[config.mk]
export PLATFORM = sky130hd
export DESIGN_NAME = uart_core
export DESIGN_NICKNAME = d
export VERILOG_FILES = /design/src/rtl/uart_pkg.sv /design/src/rtl/uart_fifo.sv /design/src/rtl/uart_core.sv
export SDC_FILE = /design/constraint.sdc
export NUM_CORES = 1
export LEC_CHECK = 0
export CAP_MARGIN = 20
export CORE_MARGIN = 2
export CORE_UTILIZATION = 59
export DETAILED_ROUTE_END_ITERATION = 10
export MAX_ROUTING_LAYER = met4
export PLACE_DENSITY = 0.8
export SKIP_LAST_GASP = 1
export SLEW_MARGIN = 30
export SYNTH_ARGS = -nofsm -noshare
export SYNTH_HDL_FRONTEND = slang
export SYNTH_SLANG_ARGS = --single-unit
[constraint.sdc]
create_clock -name clk_50m -period 3 [get_ports clk_50m]
set_input_delay 0.6 -clock clk_50m [delete_from_list [all_inputs] [get_ports clk_50m]]
set_output_delay 0.6 -clock clk_50m [all_outputs]
set_load 0.05 [all_outputs]
[src/rtl/uart_pkg.sv]
// ============================================================================
// Module   : uart_pkg
// Purpose  : Shared parity modes, FSM state encoding and baud divider helper.
// Revision : 1.0
// ============================================================================
`default_nettype none

package uart_pkg;

  localparam int c_PARITY_NONE = 0;
  localparam int c_PARITY_ODD  = 1;
  localparam int c_PARITY_EVEN = 2;

  typedef enum logic [2:0] {
    ST_IDLE   = 3'd0,
    ST_START  = 3'd1,
    ST_DATA   = 3'd2,
    ST_PARITY = 3'd3,
    ST_STOP   = 3'd4
  } uart_state_t;

  // Rounded clocks per 1/16 bit; never below one so the tick still fires.
  function automatic int calc_div(input int clk_hz, input int baud);
    int div;
    div = (clk_hz + 8 * baud) / (16 * baud);
    return (div < 1) ? 1 : div;
  endfunction

endpackage

`default_nettype wire

[src/rtl/uart_fifo.sv]
// ============================================================================
// Module   : uart_fifo
// Purpose  : First-word fall-through FIFO with wrap-bit pointers.
// Revision : 1.0
// ============================================================================
`default_nettype none

module uart_fifo #(
  parameter int WIDTH = 8,
  parameter int DEPTH = 4
) (
  input  logic             clk,
  input  logic             rst,
  input  logic             wr_en,
  input  logic [WIDTH-1:0] wr_data,
  output logic             full,
  input  logic             rd_en,
  output logic [WIDTH-1:0] rd_data,
  output logic             empty
);

  localparam int c_AW = $clog2(DEPTH);
  localparam logic [c_AW:0] c_ONE = 1;

  logic [c_AW:0]    r_wr_ptr;
  logic [c_AW:0]    r_rd_ptr;
  logic [WIDTH-1:0] r_mem [DEPTH];
  logic             w_do_rd;
  logic             w_do_wr;

  assign empty   = (r_wr_ptr == r_rd_ptr);
  assign full    = (r_wr_ptr[c_AW] != r_rd_ptr[c_AW]) &&
                   (r_wr_ptr[c_AW-1:0] == r_rd_ptr[c_AW-1:0]);
  assign w_do_rd = rd_en && !empty;
  // A pop in the same cycle frees a slot, so a write while full still lands.
  assign w_do_wr = wr_en && (!full || w_do_rd);
  assign rd_data = empty ? '0 : r_mem[r_rd_ptr[c_AW-1:0]];

  always_ff @(posedge clk or posedge rst) begin
    if (rst) begin
      r_wr_ptr <= '0;
      r_rd_ptr <= '0;
    end else begin
      if (w_do_wr) r_wr_ptr <= r_wr_ptr + c_ONE;
      if (w_do_rd) r_rd_ptr <= r_rd_ptr + c_ONE;
    end
  end

  always_ff @(posedge clk) begin
    if (w_do_wr) r_mem[r_wr_ptr[c_AW-1:0]] <= wr_data;
  end

endmodule

`default_nettype wire

[src/rtl/uart_core.sv]
// ============================================================================
// Module   : uart_core
// Purpose  : UART transmitter/receiver with TX/RX FIFOs and sticky errors.
// Revision : 1.0
// ============================================================================
`default_nettype none

module uart_core
  import uart_pkg::*;
#(
  parameter int CLK_HZ     = 50_000_000,
  parameter int BAUD       = 115200,
  parameter int DATA_BITS  = 8,
  parameter int PARITY     = 0,
  parameter int STOP_BITS  = 1,
  parameter int FIFO_DEPTH = 4
) (
  input  logic                 clk_50m,
  input  logic                 clear,
  input  logic [DATA_BITS-1:0] data_in,
  input  logic                 wr_en,
  output logic                 tx_full,
  output logic                 Tx_busy,
  output logic                 Tx,
  input  logic                 Rx,
  output logic                 ready,
  input  logic                 rd_en,
  output logic [DATA_BITS-1:0] data_out,
  output logic                 frame_err,
  output logic                 parity_err,
  output logic                 overrun,
  input  logic                 err_clr
);

  localparam int              c_DIV       = calc_div(CLK_HZ, BAUD);
  localparam int              c_TW        = $clog2(c_DIV) + 1;
  localparam logic [c_TW-1:0] c_TICK_LAST = c_TW'(c_DIV - 1);
  localparam bit              c_HAS_PAR   = (PARITY != c_PARITY_NONE);
  localparam logic            c_PAR_INV   = (PARITY == c_PARITY_ODD);
  localparam logic [2:0]      c_DATA_LAST = 3'(DATA_BITS - 1);
  localparam logic            c_STOP_LAST = 1'(STOP_BITS - 1);

  logic [c_TW-1:0] r_tick_cnt;
  logic            w_tick;

  assign w_tick = (r_tick_cnt == c_TICK_LAST);

  always_ff @(posedge clk_50m or posedge clear) begin
    if (clear) r_tick_cnt <= '0;
    else       r_tick_cnt <= w_tick ? '0 : r_tick_cnt + 1'b1;
  end

  // ---------------- transmitter ----------------
  uart_state_t          r_tx_state;
  logic [DATA_BITS-1:0] r_tx_shift;
  logic [3:0]           r_tx_tcnt;
  logic [2:0]           r_tx_bcnt;
  logic                 r_tx_scnt;
  logic                 r_tx_par;
  logic                 r_tx_armed;
  logic                 r_tx_line;
  logic [DATA_BITS-1:0] w_tx_head;
  logic                 w_tx_empty;
  logic                 w_tx_bit_end;
  logic                 w_tx_frame_end;
  logic                 w_tx_pop;

  assign w_tx_bit_end   = w_tick && (r_tx_tcnt == 4'd15);
  assign w_tx_frame_end = (r_tx_state == ST_STOP) && w_tx_bit_end && (r_tx_scnt == c_STOP_LAST);
  // Pop when idle and nothing is staged, or at the end of a frame to chain the next.
  assign w_tx_pop       = !w_tx_empty &&
                          (((r_tx_state == ST_IDLE) && !r_tx_armed) || w_tx_frame_end);

  uart_fifo #(.WIDTH(DATA_BITS), .DEPTH(FIFO_DEPTH)) u_tx_fifo (
    .clk     (clk_50m),
    .rst     (clear),
    .wr_en   (wr_en),
    .wr_data (data_in),
    .full    (tx_full),
    .rd_en   (w_tx_pop),
    .rd_data (w_tx_head),
    .empty   (w_tx_empty)
  );

  always_ff @(posedge clk_50m or posedge clear) begin
    if (clear) begin
      r_tx_state <= ST_IDLE;
      r_tx_shift <= '0;
      r_tx_tcnt  <= '0;
      r_tx_bcnt  <= '0;
      r_tx_scnt  <= 1'b0;
      r_tx_par   <= 1'b0;
      r_tx_armed <= 1'b0;
      r_tx_line  <= 1'b1;
    end else begin
      if (r_tx_state == ST_IDLE) r_tx_tcnt <= '0;
      else if (w_tick)           r_tx_tcnt <= r_tx_tcnt + 1'b1;
      if (w_tx_pop) begin
        r_tx_shift <= w_tx_head;
        r_tx_par   <= (^w_tx_head) ^ c_PAR_INV;
        r_tx_armed <= 1'b1;
      end
      case (r_tx_state)
        ST_IDLE: if (r_tx_armed && w_tick) begin
          r_tx_state <= ST_START;
          r_tx_line  <= 1'b0;
          r_tx_armed <= 1'b0;
        end
        ST_START: if (w_tx_bit_end) begin
          r_tx_state <= ST_DATA;
          r_tx_line  <= r_tx_shift[0];
          r_tx_bcnt  <= '0;
        end
        ST_DATA: if (w_tx_bit_end) begin
          if (r_tx_bcnt == c_DATA_LAST) begin
            r_tx_scnt <= 1'b0;
            if (c_HAS_PAR) begin
              r_tx_state <= ST_PARITY;
              r_tx_line  <= r_tx_par;
            end else begin
              r_tx_state <= ST_STOP;
              r_tx_line  <= 1'b1;
            end
          end else begin
            r_tx_bcnt  <= r_tx_bcnt + 1'b1;
            r_tx_shift <= r_tx_shift >> 1;
            r_tx_line  <= r_tx_shift[1];
          end
        end
        ST_PARITY: if (w_tx_bit_end) begin
          r_tx_state <= ST_STOP;
          r_tx_line  <= 1'b1;
          r_tx_scnt  <= 1'b0;
        end
        ST_STOP: if (w_tx_bit_end) begin
          if (r_tx_scnt != c_STOP_LAST) begin
            r_tx_scnt <= 1'b1;
          end else if (!w_tx_empty) begin
            r_tx_state <= ST_START;
            r_tx_line  <= 1'b0;
            r_tx_armed <= 1'b0;
          end else begin
            r_tx_state <= ST_IDLE;
          end
        end
        default: r_tx_state <= ST_IDLE;
      endcase
    end
  end

  assign Tx      = r_tx_line;
  assign Tx_busy = !w_tx_empty || r_tx_armed || (r_tx_state != ST_IDLE);

  // ---------------- receiver ----------------
  logic                 r_rx_meta;
  logic                 r_rx_sync;
  uart_state_t          r_rx_state;
  logic [DATA_BITS-1:0] r_rx_shift;
  logic [3:0]           r_rx_tcnt;
  logic [2:0]           r_rx_bcnt;
  logic                 r_rx_wait;
  logic                 r_rx_par_bad;
  logic                 r_rx_push;
  logic                 r_fe_pulse;
  logic                 r_pe_pulse;
  logic                 w_rx_full;
  logic                 w_rx_empty;
  logic                 w_rx_bit_end;

  assign w_rx_bit_end = w_tick && (r_rx_tcnt == 4'd15);

  always_ff @(posedge clk_50m or posedge clear) begin
    if (clear) begin
      r_rx_meta    <= 1'b1;
      r_rx_sync    <= 1'b1;
      r_rx_state   <= ST_IDLE;
      r_rx_shift   <= '0;
      r_rx_tcnt    <= '0;
      r_rx_bcnt    <= '0;
      r_rx_wait    <= 1'b0;
      r_rx_par_bad <= 1'b0;
      r_rx_push    <= 1'b0;
      r_fe_pulse   <= 1'b0;
      r_pe_pulse   <= 1'b0;
    end else begin
      r_rx_meta  <= Rx;
      r_rx_sync  <= r_rx_meta;
      r_rx_push  <= 1'b0;
      r_fe_pulse <= 1'b0;
      r_pe_pulse <= 1'b0;
      if (w_tick) r_rx_tcnt <= r_rx_tcnt + 1'b1;
      case (r_rx_state)
        ST_IDLE: begin
          r_rx_tcnt <= '0;
          // After a framing error the line must return high before re-arming.
          if (r_rx_sync)       r_rx_wait  <= 1'b0;
          else if (!r_rx_wait) r_rx_state <= ST_START;
        end
        ST_START: if (w_tick && (r_rx_tcnt == 4'd7)) begin
          r_rx_tcnt <= '0;
          if (r_rx_sync) begin
            r_rx_state <= ST_IDLE;
          end else begin
            r_rx_state <= ST_DATA;
            r_rx_bcnt  <= '0;
          end
        end
        ST_DATA: if (w_rx_bit_end) begin
          r_rx_shift <= {r_rx_sync, r_rx_shift[DATA_BITS-1:1]};
          if (r_rx_bcnt == c_DATA_LAST) r_rx_state <= c_HAS_PAR ? ST_PARITY : ST_STOP;
          else                          r_rx_bcnt  <= r_rx_bcnt + 1'b1;
        end
        ST_PARITY: if (w_rx_bit_end) begin
          r_rx_par_bad <= r_rx_sync ^ (^r_rx_shift) ^ c_PAR_INV;
          r_rx_state   <= ST_STOP;
        end
        ST_STOP: if (w_rx_bit_end) begin
          r_rx_state <= ST_IDLE;
          if (!r_rx_sync) begin
            r_fe_pulse <= 1'b1;
            r_rx_wait  <= 1'b1;
          end else if (c_HAS_PAR && r_rx_par_bad) begin
            r_pe_pulse <= 1'b1;
          end else begin
            r_rx_push <= 1'b1;
          end
        end
        default: r_rx_state <= ST_IDLE;
      endcase
    end
  end

  uart_fifo #(.WIDTH(DATA_BITS), .DEPTH(FIFO_DEPTH)) u_rx_fifo (
    .clk     (clk_50m),
    .rst     (clear),
    .wr_en   (r_rx_push),
    .wr_data (r_rx_shift),
    .full    (w_rx_full),
    .rd_en   (rd_en),
    .rd_data (data_out),
    .empty   (w_rx_empty)
  );

  assign ready = !w_rx_empty;

  // Set events take priority over err_clr.
  always_ff @(posedge clk_50m or posedge clear) begin
    if (clear) begin
      frame_err  <= 1'b0;
      parity_err <= 1'b0;
      overrun    <= 1'b0;
    end else begin
      frame_err  <= (frame_err  && !err_clr) || r_fe_pulse;
      parity_err <= (parity_err && !err_clr) || r_pe_pulse;
      overrun    <= (overrun    && !err_clr) || (r_rx_push && w_rx_full && !rd_en);
    end
  end

endmodule

`default_nettype wire
# After elaboration in Yosys (flattened, before gate mapping)
# Memories as Yosys holds them, arrays and structs flattened.
# Index checks and enable logic that the tools add are counted.
[op_classes] addsub=9 reduce_logical=50 n_bitwise=1 n_mux=74 eq_ne=40
[ops] cell="3-bit two-way mux" n=21
[ops] cell="8-bit two-way mux" n=6
[ops] cell="2-bit != test, second input constant" n=19
[ops] cell="1-bit two-way mux" n=32
[ops] cell="3-bit one-hot mux with 5 select lines" n=2
[ops] cell="1-bit logical AND" n=19
[ops] cell="3-bit by 1-bit adder with 3-bit output, second input constant" n=6
[ops] cell="4-bit two-way mux" n=4
[ops] cell="7-bit AND reduction" n=2
[ops] cell="3-bit by 2-bit == test with 1-bit output, second input constant" n=4
[ops] cell="3-bit == test, second input constant" n=4
[ops] cell="3-bit one-hot mux with 2 select lines" n=2
[ops] cell="5-bit AND reduction" n=2
[ops] cell="4-bit by 1-bit adder with 4-bit output, second input constant" n=2
[ops] cell="4-bit == test, second input constant" n=2
[ops] cell="4-bit one-hot mux with 2 select lines" n=1
[ops] cell="4-bit AND reduction" n=2
[ops] cell="8-bit AND reduction" n=1
[ops] cell="2-bit nonzero test" n=4
[ops] cell="1-bit logical NOT" n=7
[ops] cell="1-bit logical OR" n=7
[ops] cell="6-bit by 1-bit adder with 6-bit output, second input constant" n=1
[ops] cell="3-bit by 1-bit == test with 1-bit output, second input constant" n=2
[ops] cell="3-bit == test" n=2
[ops] cell="other kinds (15)" n=20
[totals] ramBits=64 ff_bits=65 mem_count=2 output_inout_bits=15
[mem_list] memory="u_rx_fifo.r_mem" words=4 width=8 read_ports=1 rd_clocked_by_memory_dff=0 wr=1 line="uart_fifo.sv:27" rtl="logic [WIDTH-1:0] r_mem [DEPTH];"
[mem_list] memory="u_tx_fifo.r_mem" words=4 width=8 read_ports=1 rd_clocked_by_memory_dff=0 wr=1 line="uart_fifo.sv:27"

# Logic depth before layout (Yosys ltp)
[logic_depth] depth_word=11 depth_mapped=10

# Cells and area by module
# A second synthesis with hierarchy kept.
[hier_totals] cells_unflattened=419 hier_area_um2=5924.4
[modules_own_cells] mod="uart_fifo" cells_per_inst=86 n_inst=2 seq_area_each_um2=1111.1 area_each_um2=1665.3
[modules_own_cells] mod="uart_core" cells_per_inst=247 n_inst=1 seq_area_each_um2=1305.0 area_each_um2=2593.7

# Least setup slack after synthesis
# OpenSTA, ideal clock, no wires.
[synth_timing] path_type="register to register" start="register u_tx_fifo.r_rd_ptr[1]" end="register u_tx_fifo.r_wr_ptr[2]" required_time_ns=2.860 period_less_slack_ns=2.969 path_stages_with_launch=7 arrival_ns=2.830 path_buffers=1 path_slack_ns=0.031 setup_time_ns=0.140 cell_sequence="dfrtp_1 > clkbuf_1 > xor2_1 > nor3_1 > a31oi_4 > and2_1 > xor2_1"
[synth_via] elab_cells_between_ends=9 cone_classes="2 x eq/ne; 7 x reduce/logical"
[synth_lines] item="start, declared" line="uart_fifo.sv:26" rtl="logic [c_AW:0] r_rd_ptr;"
[synth_lines] item="start signal, assigned" line="uart_fifo.sv:45" rtl="if (w_do_rd) r_rd_ptr <= r_rd_ptr + c_ONE;"
[synth_lines] item="2-bit == test" line="uart_fifo.sv:33" rtl="(r_wr_ptr[c_AW-1:0] == r_rd_ptr[c_AW-1:0]);"
[synth_lines] item="1-bit logical AND" line="uart_fifo.sv:32" rtl="assign full = (r_wr_ptr[c_AW] != r_rd_ptr[c_AW]) &&"
[synth_lines] item="named net tx_full" line="uart_core.sv:22" rtl="output logic tx_full,"
[synth_lines] item="1-bit logical NOT" line="uart_fifo.sv:36" rtl="assign w_do_wr = wr_en && (!full || w_do_rd);"
[synth_lines] item="1-bit logical OR" line="uart_fifo.sv:36"
[synth_lines] item="1-bit logical AND" line="uart_fifo.sv:36"
[synth_lines] item="end signal, assigned" line="uart_fifo.sv:44" rtl="if (w_do_wr) r_wr_ptr <= r_wr_ptr + c_ONE;"
[synth_lines] item="end, declared" line="uart_fifo.sv:25" rtl="logic [c_AW:0] r_wr_ptr;"
# The timed path passes the listed nets, and every way through them passes these cells.
# A chain may end at the register's enable or synchronous reset.

# Worst setup path in the final report
[layout_timing] start="register r_tx_state[0]" end="output port Tx_busy"
[layout_via] elab_chain_cells=2
[layout_rtl] item="start, declared" line="uart_core.sv:54" rtl="uart_state_t r_tx_state;"
[layout_rtl] item="start signal, assigned" line="uart_core.sv:87" rtl="r_tx_state <= ST_IDLE;"
[layout_rtl] item="start signal, assigned" line="uart_core.sv:105" rtl="r_tx_state <= ST_START;"
[layout_rtl] item="start signal, assigned" line="uart_core.sv:110" rtl="r_tx_state <= ST_DATA;"
[layout_rtl] item="3-bit nonzero test" line="uart_core.sv:152" rtl="assign Tx_busy = !w_tx_empty || r_tx_armed || (r_tx_state != ST_IDLE);"
[layout_rtl] item="1-bit logical OR" line="uart_core.sv:152"
[layout_rtl] item="end, declared" line="uart_core.sv:23" rtl="output logic Tx_busy,"
# No other way between the ends.

==> summary.md <==
| Metric | Value |
|---|---|
| Yosys warning count | `0` |
| Post-route setup TNS | `0 ns` |
| Clock power frac | `39.8%` |
| Least-Margin Pin Slew | `0.6706 ns` |
| Fin crit period | `2.846 ns` |
| Largest net degree at the start of global routing | `36` |
| DIE WIDTH | `101.3 um` |
| Compound-Gate Fraction of Synth Area | `5.157%` |
| Cell mode on critical path | `nand2b_1` |
| Combinational family with the most area after synthesis | `multiplexers` |
| Clock Skew | `0.008860 ns` |
| I/O Pins | `29` |
| Synth Area per Inst | `13.99 um2` |
| Critical-path maximum fanout | `12` |
| Flops & latches, synth | `128` |
| Total GRT Usage | `21.74%` |
| Mux cell area share after synthesis | `10.61%` |
| Post_cts resized | `1` |
| Full die area | `0.01025 mm2` |
| Clock transition at path regs | `0.06 ns` |
| Flop pwr share | `45.8%` |
| Most frequent cells in the layout | `64 x edfxtp_1, 61 x dfrtp_1, 35 x nor2_1` |
| # H-tree levels | `4` |
| XOR/XNOR Fraction of Synth Area | `3.767%` |
| Antenna cells | `0` |
| Slowest-stage cell, CP | `nor3_1` |
| # setup viols final | `0` |
| PnR Total Power | `4.815 mW` |
| EDFF count, synth | `64` |
| Data arrival time of the critical path | `2.25 ns` |
| DRC Markers | `0` |
| CTS tree | `done` |
| Via density | `5.774` |
| Fin util | `71.02%` |
| CP peak stage delay | `0.53 ns` |
| P_sw | `1.287 mW` |
| Critical path class | `reg2out` |
| Primary FF master, synth | `edfxtp_1` |
| Logic gate share of total power | `14.4%` |
| Nets@finish | `470` |
| DRT iter0 DRCs | `165` |
| Worst EP required | `2.40 ns` |
| Core Region | `0.009196 mm2` |
| Slew Limit Fails | `0` |
| Async SR Flop Fraction | `50.00%` |
| Global placer's final weighted congestion | `0.8047` |
| Startpoint types | `register` |
| I/O Buffers | `28` |
| Slew headroom | `55.23%` |
| Library cells used by synthesis | `48` |
| Sw frac | `26.72%` |
| VDD IR max | `0.6260 mV` |
| Root buffer cell | `clkbuf_8` |
| F_max | `351.4 MHz` |
| Die Y | `101.3 um` |
| CTS max path bufs | `2` |
| Commonest non-fill, non-tap cell in the layout | `edfxtp_1` |
| Seq/Total Area, Yosys | `63.21%` |
| Hpwl dp | `6.229 mm` |
| Net Count, Synth | `431` |
| RSZ-0062 raised after global routing | `no` |
| Static leakage | `2.713 nW` |
| Min-delay worst type | `reg2reg` |
| Routed len/inst | `17.54 um` |
| Outcome | `complete, no violations` |
| Pre-Repair DR Iteration Count | `4` |
| Vias in the first global route | `3322` |
| Initial antenna violation count | `0` |
| Internal Power | `3.529 mW` |
| Max Cap Viol | `0` |
| Fin. Hold Viols | `0` |
| Initial Utilization | `60.68%` |
| Site row count | `35` |
| GRT Residual Overflow | `0` |
| Cell chain of the critical path | `nor3_1, nand2b_1, nand2b_1, buf_4` |
| Crit share post-route | `94.86%` |
| Number of CTS-inserted buffers | `17` |
| Setup ws final | `0.1542 ns` |
| First-pass GRT wire length | `16.38 mm` |
| Synthesized cell area | `0.005580 mm2` |
| CTS Sinks | `128` |
| CP Capture Type | `output port` |
| PwrDens | `737.3 mW/mm2` |
| # hold bufs at CTS | `0` |
| Number of post-CTS setup repair buffers | `0` |
| WL final | `9.858 mm` |
| Post-place setup slack | `0.4161 ns` |
| Clock Latency Late Sink | `0.52 ns` |
| Vias | `3245` |
| Post-synthesis adder-cell area fraction | `4.036%` |
| Area Growth Syn to Fin | `17.04%` |
| Mapped Cells | `399` |
| Share of layout cells above drive strength 1 | `21.29%` |
| Routed Antenna Nets | `0` |
| Post-synthesis simple-gate area fraction | `10.45%` |
[logic make-up after synthesis]
family | count (synthesis)
xor gates and xnor gates | 24
AOI/OAI and AO/OA | 45
and+or+nand+nor | 114
buffers and inverters | 35
adders and majority gates | 18
DFF | 128
muxes | 35
[sequential cells by signal, summed over array words and instances, names as in the netlist, 3 cells and up]
register,cells
r_rx_state,3
r_tx_state,3
u_tx_fifo.r_rd_ptr,3
r_rx_bcnt,3
r_rx_shift,8
u_rx_fifo.r_wr_ptr,3
u_tx_fifo.r_wr_ptr,3
r_tx_shift,8
r_rx_tcnt,4
r_tx_tcnt,4
u_tx_fifo.r_mem,32
r_tick_cnt,6
u_rx_fifo.r_rd_ptr,3
r_tx_bcnt,3
u_rx_fifo.r_mem,32
[critical path, delay by kind of cell, from the launching register on]
| family | cells | cell delay (ns) |
|---|---|---|
| and+or+nand+nor | 3 | 1.04 |
| DFF | 1 | 0.50 |
| buffers and inverters | 1 | 0.19 |
[final timing paths]
path,startpoint,slack [ns],cells past startpoint,to
max,r_tx_state[0]$_DFFE_PP0P_,0.15,4,Tx_busy
max reg2reg,r_tx_tcnt[0]$_DFFE_PP0P_,0.36,5,u_tx_fifo.r_mem[3][1]$_DFFE_PP_
max in group asynchronous,clear,1.80,3,r_rx_meta$_DFF_PP1_
min in group asynchronous,clear,0.50,2,r_tx_shift[4]$_DFF_PP0_
min,r_rx_meta$_DFF_PP1_,0.37,0,r_rx_sync$_DFF_PP1_
min reg2reg,r_rx_meta$_DFF_PP1_,0.37,0,r_rx_sync$_DFF_PP1_
[stage by stage]
step	instances	hold WS (ns)	cell area [um2]
5_1_grt	562	0.3710	6531
6_report	562	0.3683	6531
3_5_place_dp	530	0.3537	5974
2_1_floorplan	399	0.3452	5580
3_3_place_gp	530	0.3477	5974
4_1_cts	562	0.3694	6531
[cell usage after synthesis, types with 7 or more instances]
| cell | number | area [um2] |
|---|---|---|
| edfxtp_1 | 64 | 1922 |
| dfrtp_1 | 61 | 1526 |
| nor2_1 | 35 | 131.4 |
| nand2_1 | 24 | 90.09 |
| ha_1 | 18 | 225.2 |
| inv_1 | 16 | 60.06 |
| mux4_2 | 16 | 360.4 |
| o21ai_0 | 16 | 80.08 |
| and2_1 | 14 | 87.58 |
| a21oi_1 | 13 | 65.06 |
| clkbuf_1 | 12 | 45.04 |
| xnor2_1 | 12 | 105.1 |
| xor2_1 | 12 | 105.1 |
| mux2_4 | 7 | 105.1 |
| mux2i_1 | 7 | 70.07 |
| nor3_1 | 7 | 35.03 |
[layer usage]
layer | GRT usage [%] | vias to the layer above | wire length [um]
li1 | - | 1517 | -
met1 | 27.80 | 1636 | 4390
met2 | 34.13 | 76 | 4994
met3 | 4.831 | 16 | 314
met4 | 8.732 | 0 | 159
met5 | - | - | 0
[power groups by stage]
stage / registers (mW) / clock network [mW] / logic (mW)
5_1_grt: 2.22 / 2.03 / 0.767
6_report: 2.20 / 1.92 / 0.694
4_1_cts: 2.20 / 1.94 / 0.702
3_5_place_dp: 2.23 / 0 / 0.695
3_3_place_gp: 2.22 / 0 / 0.660
2_1_floorplan: 2.16 / 0 / 0.556
[layout make-up]
type / instances / area, um2
flip-flops and latches: 128 / 3527
fillers: 614 / 2665
multi-input cells: 236 / 1898
clock buffers: 19 / 431.7
repair buffers: 39 / 349.1
well taps: 111 / 138.9
clock inverters: 13 / 126.4
inverters: 16 / 60.06
Note: power is estimated with default switching activity, not from simulation.
==> edit 1, RTL diff (same flow settings) <==
The parameter `PARITY` goes from 0 to 1.
--- a/src/rtl/uart_core.sv
+++ b/src/rtl/uart_core.sv
@@ -11,7 +11,7 @@
   parameter int CLK_HZ     = 50_000_000,
   parameter int BAUD       = 115200,
   parameter int DATA_BITS  = 8,
-  parameter int PARITY     = 0,
+  parameter int PARITY     = 1,
   parameter int STOP_BITS  = 1,
   parameter int FIFO_DEPTH = 4
 ) (
Behaviour: same outputs for any inputs over 10 cycles, from zero or initial values; that may be too few to reach the edited logic, so the function may still have changed.
==> edit 1 against the original RTL <==
Fmax rose by 1.3%. Area after synthesis is 4.3% higher. Count of clock-buffer cells in the layout down 2. Sequential cell count grew 3. Critical path depth unchanged. Wire length fell by 4.4%. Worst setup slack gained 0.036 ns. Total power increased by 7.2%. Design area up 3.9%. Clock power increased by 3%.
==> edit 1: results <==
{
  "antenna_cells": 0,
  "slowest_stage": "dfrtp_1",
  "ys_types": 47,
  "nets": 485,
  "async_reset_ff_frac": 0.511,
  "synth_top_area_frac": 0.330,
  "ir_drop_mv": 0.646,
  "grt_pass1_vias": 3350,
  "skew_ns": 0.0117,
  "holdCritStartpoint": "r_rx_meta",
  "critPathTopFamily": "flip-flops",
  "leakage_nw": 2.81,
  "routed_wl_mm": 9.43,
  "drt_iter0_drc": 110,
  "syn-num-nets": 448,
  "nFillCells": 626,
  "cts_resized": 4,
  "relSlewSlack": 0.518,
  "grt_usage": 0.208,
  "cts-root-buf": "clkbuf_8",
  "synth_commonest_cells": "dfrtp_1, edfxtp_1, nor2_1, xnor2_1, nand2_1",
  "grt_first_pass_wirelength_mm": 16.1,
  "ys_seq_area_frac": 0.619,
  "dr_total_vias": 3277,
  "cp-startpoint": "u_rx_fifo.r_rd_ptr[1]",
  "postCtsSetupRepairBufs": 0,
  "arrival_ns": 2.21,
  "yosys-top-cells-area": "edfxtp_1, dfrtp_1, mux4_2, ha_1, xnor2_1",
  "place.gp.congestion": 0.846,
  "dpl_worst_slack_ns": 0.361,
  "dr.pass1.iters": 5,
  "detailed_place.area_um2": 6210,
  "path_max_fanout": 11,
  "outcome": "finished, final reports clean",
  "slowest_delay_ns": 0.61,
  "dp_hpwl_mm": 6.09,
  "grt_max_degree": 68,
  "worstReg2RegStart": "r_tx_state[0]",
  "io_buffers": 28,
  "drive_gt1_frac": 0.193
}
edit 1: changes by cell type after synthesis, sizes merged, moves of 3 or more:
cell | before | now
a21oi | 14 | 9
xnor2 | 12 | 25
mux2 | 12 | 16
buf | 7 | 10
nand3 | 6 | 9
or2 | 3 | 0
and3 | 0 | 3
mux2i | 7 | 10
nand2b | 4 | 1
clkbuf | 12 | 8
dfrtp | 61 | 64
xor2 | 12 | 15
or4 | 4 | 1
o21ai | 16 | 13
edit 1: worst register-to-register path, stage by stage (launching register included):
cell,delay [ns]
dfrtp_1,0.52
nor4_1,0.52
a41oi_1,0.13
a21boi_1,0.42
and2_1,0.50
edit 1: cells by family (layout without fill, tap and decap cells):
logic type | Yosys count | in the layout | share of synthesized area
AOI/OAI and AO/OA | 43 | 43 | 0.0479
xor gates and xnor gates | 40 | 40 | 0.0602
adders and majority gates | 18 | 18 | 0.0387
buffers and inverters | 33 | 83 | 0.0281
DFF | 131 | 131 | 0.619
muxes | 42 | 42 | 0.110
and+or+nand+nor | 109 | 109 | 0.0965
edit 1: metal layers:
metal  global-route usage  vias up  wire length, um
li1                     -     1578                -
met1                0.262     1621             4220
met2                0.323       62             4680
met3               0.0565       16              368
met4               0.0820        0              155
met5                    -        -                0
edit 1: final timing paths:
path,to,slack (ns),cells past startpoint
setup / recovery,ready,0.19,4
hold / removal,r_rx_sync,0.36,0
setup reg to reg,u_tx_fifo.r_mem[3][6],0.56,4
hold reg to reg,r_rx_sync,0.36,0
max in group asynchronous,r_rx_meta,2.20,3
min in group asynchronous,u_rx_fifo.r_rd_ptr[2],0.49,3
edit 1: per-stage QoR:
step           total power [mW]  instances  utilization
2_1_floorplan              3.00        416            -
3_3_place_gp               3.20        567        0.642
3_5_place_dp               3.23        567        0.642
4_1_cts                    5.22        599        0.700
5_1_grt                    5.41        599        0.700
6_report                   5.16        599        0.700
edit 1: layout make-up:
type / instances / area [um^2] / area share
clock buffers: 17 / 414 / 0.0611
clock inverters: 15 / 155 / 0.0229
inverters: 15 / 56.3 / 0.00830
multi-input cells: 252 / 2060 / 0.303
flip-flops and latches: 131 / 3600 / 0.531
well taps: 133 / 166 / 0.0245
repair buffers: 36 / 330 / 0.0487
edit 1: power breakdown:
| part | switching (mW) | internal [mW] | total (mW) |
|---|---|---|---|
| Combinational | 0.473 | 0.468 | 0.941 |
| Sequential | 0.140 | 2.11 | 2.25 |
| Clock | 0.790 | 1.19 | 1.98 |
==> edit 2, RTL diff (config.mk and constraints unchanged) <==
Made on the original files. Register the output `frame_err` once more, cleared by the reset; this adds one clock of latency there. The other outputs are not delayed to match.
--- a/src/rtl/uart_core.sv
+++ b/src/rtl/uart_core.sv
@@ -40,6 +40,8 @@
   localparam logic [2:0]      c_DATA_LAST = 3'(DATA_BITS - 1);
   localparam logic            c_STOP_LAST = 1'(STOP_BITS - 1);
 
+  logic frame_err_s0;
+
   logic [c_TW-1:0] r_tick_cnt;
   logic            w_tick;
 
@@ -246,16 +248,24 @@
   // Set events take priority over err_clr.
   always_ff @(posedge clk_50m or posedge clear) begin
     if (clear) begin
-      frame_err  <= 1'b0;
+      frame_err_s0 <= 1'b0;
       parity_err <= 1'b0;
       overrun    <= 1'b0;
     end else begin
-      frame_err  <= (frame_err  && !err_clr) || r_fe_pulse;
+      frame_err_s0 <= (frame_err_s0 && !err_clr) || r_fe_pulse;
       parity_err <= (parity_err && !err_clr) || r_pe_pulse;
       overrun    <= (overrun    && !err_clr) || (r_rx_push && w_rx_full && !rd_en);
     end
   end
 
+  always_ff @(posedge clk_50m or posedge clear) begin
+    if (clear) begin
+      frame_err <= '0;
+    end else begin
+      frame_err <= frame_err_s0;
+    end
+  end
+
 endmodule
 
 `default_nettype wire
Function: same outputs for any inputs over 10 cycles, from zero or initial values; that may be too few to reach the edited logic, so the function may still have changed.
==> edit 2 against the original RTL <==
Worst setup slack better by 0.0015 ns. Wire length up 12%. Design area grew 5.1%. Area after synthesis grew 4.1%. Critical path depth shrank 1. Via count rose by 8.6%. Sequential cell count rose by 1. Total power is 8.1% higher. Register-to-register slack better by 0.15 ns. Highest routed layer unchanged.
==> edit 2: results <==
{
  "drt_iter0_drc": 134,
  "synth_commonest_cells": "edfxtp_1, dfrtp_1, nor2_1, nand2_1, ha_1",
  "instances_no_fill": 598,
  "total_power_mw": 5.21,
  "worstReg2RegStart": "r_tx_state[2]",
  "path_max_fanout": 5,
  "grt_first_pass_wirelength_mm": 18.0,
  "place.gp.congestion": 0.852,
  "ys_seq_area_frac": 0.612,
  "dp_hpwl_mm": 7.09,
  "outcome": "finished, final reports clean",
  "skew_ns": 0.0114,
  "area_delta_synth_final_pct": 18.2,
  "grt_pass1_vias": 3673,
  "async_reset_ff_frac": 0.504,
  "grt_usage": 0.241,
  "nFillCells": 655,
  "slowest_delay_ns": 0.84,
  "power.net_switching_mw": 1.32,
  "grt_util_met3": 0.0692,
  "syn_inst": 412,
  "leakage_nw": 2.89,
  "worst_slew_pin_slew_ns": 0.908,
  "grt_util_met2": 0.407,
  "grt_max_degree": 39,
  "slowest_stage": "clkdlybuf4s50_1",
  "place_inst": 566,
  "via_per_inst": 5.89
}
-- edit 2: changes by cell type after synthesis, sizes merged, moves of 6 or more --
cell and change:
a311o +7, nand3 +6, o21ai -6, and3 +17, nor2 -13, a21oi -7
-- edit 2: worst paths after layout --
check / endpoint / slack [ns] / depth (start not counted)
max: tx_full / 0.16 / 3
min: r_rx_sync / 0.36 / 0
max reg2reg: u_tx_fifo.r_mem[0][6] / 0.51 / 4
min reg2reg: r_rx_sync / 0.36 / 0
max in group asynchronous: r_rx_sync / 1.86 / 3
min in group asynchronous: r_tick_cnt[2] / 0.48 / 2
-- edit 2: layer usage --
| metal | wire [um] | up-vias |
|---|---|---|
| met4 | 161 | 0 |
| li1 | - | 1629 |
| met5 | 0 | - |
| met1 | 4500 | 1799 |
| met3 | 428 | 13 |
| met2 | 5990 | 84 |
-- edit 2: cell type report --
class	instances	share of cell area
flip-flops and latches	129	0.517
multi-input cells	249	0.305
clock buffers	19	0.0629
repair buffers	37	0.0498
clock inverters	13	0.0304
well taps	133	0.0242
inverters	18	0.00984
-- edit 2: what timing repair did --
item,4_1_cts,5_1_grt
pin swaps,0,0
endpoints found under the setup margin,1,1
gates cloned,0,0
resized for setup,1,1
-- edit 2: kinds of logic (layout without fill, tap and decap cells) --
kind of cell               count (synthesis)  count (layout)  share of synthesized area
DFF                                      129             129                      0.612
and+or+nand+nor                          122             122                      0.118
AOI/OAI and AO/OA                         52              52                     0.0679
buffers and inverters                     34              87                     0.0284
muxes                                     32              32                     0.0976
xor gates and xnor gates                  25              25                     0.0377
adders and majority gates                 18              18                     0.0388
-- edit 2: worst reg2reg max path: cells and delay by family (launching register included) --
family,cells,cell delay [ns]
AOI/OAI and AO/OA,2,0.75
DFF,1,0.54
and+or+nand+nor,2,0.85
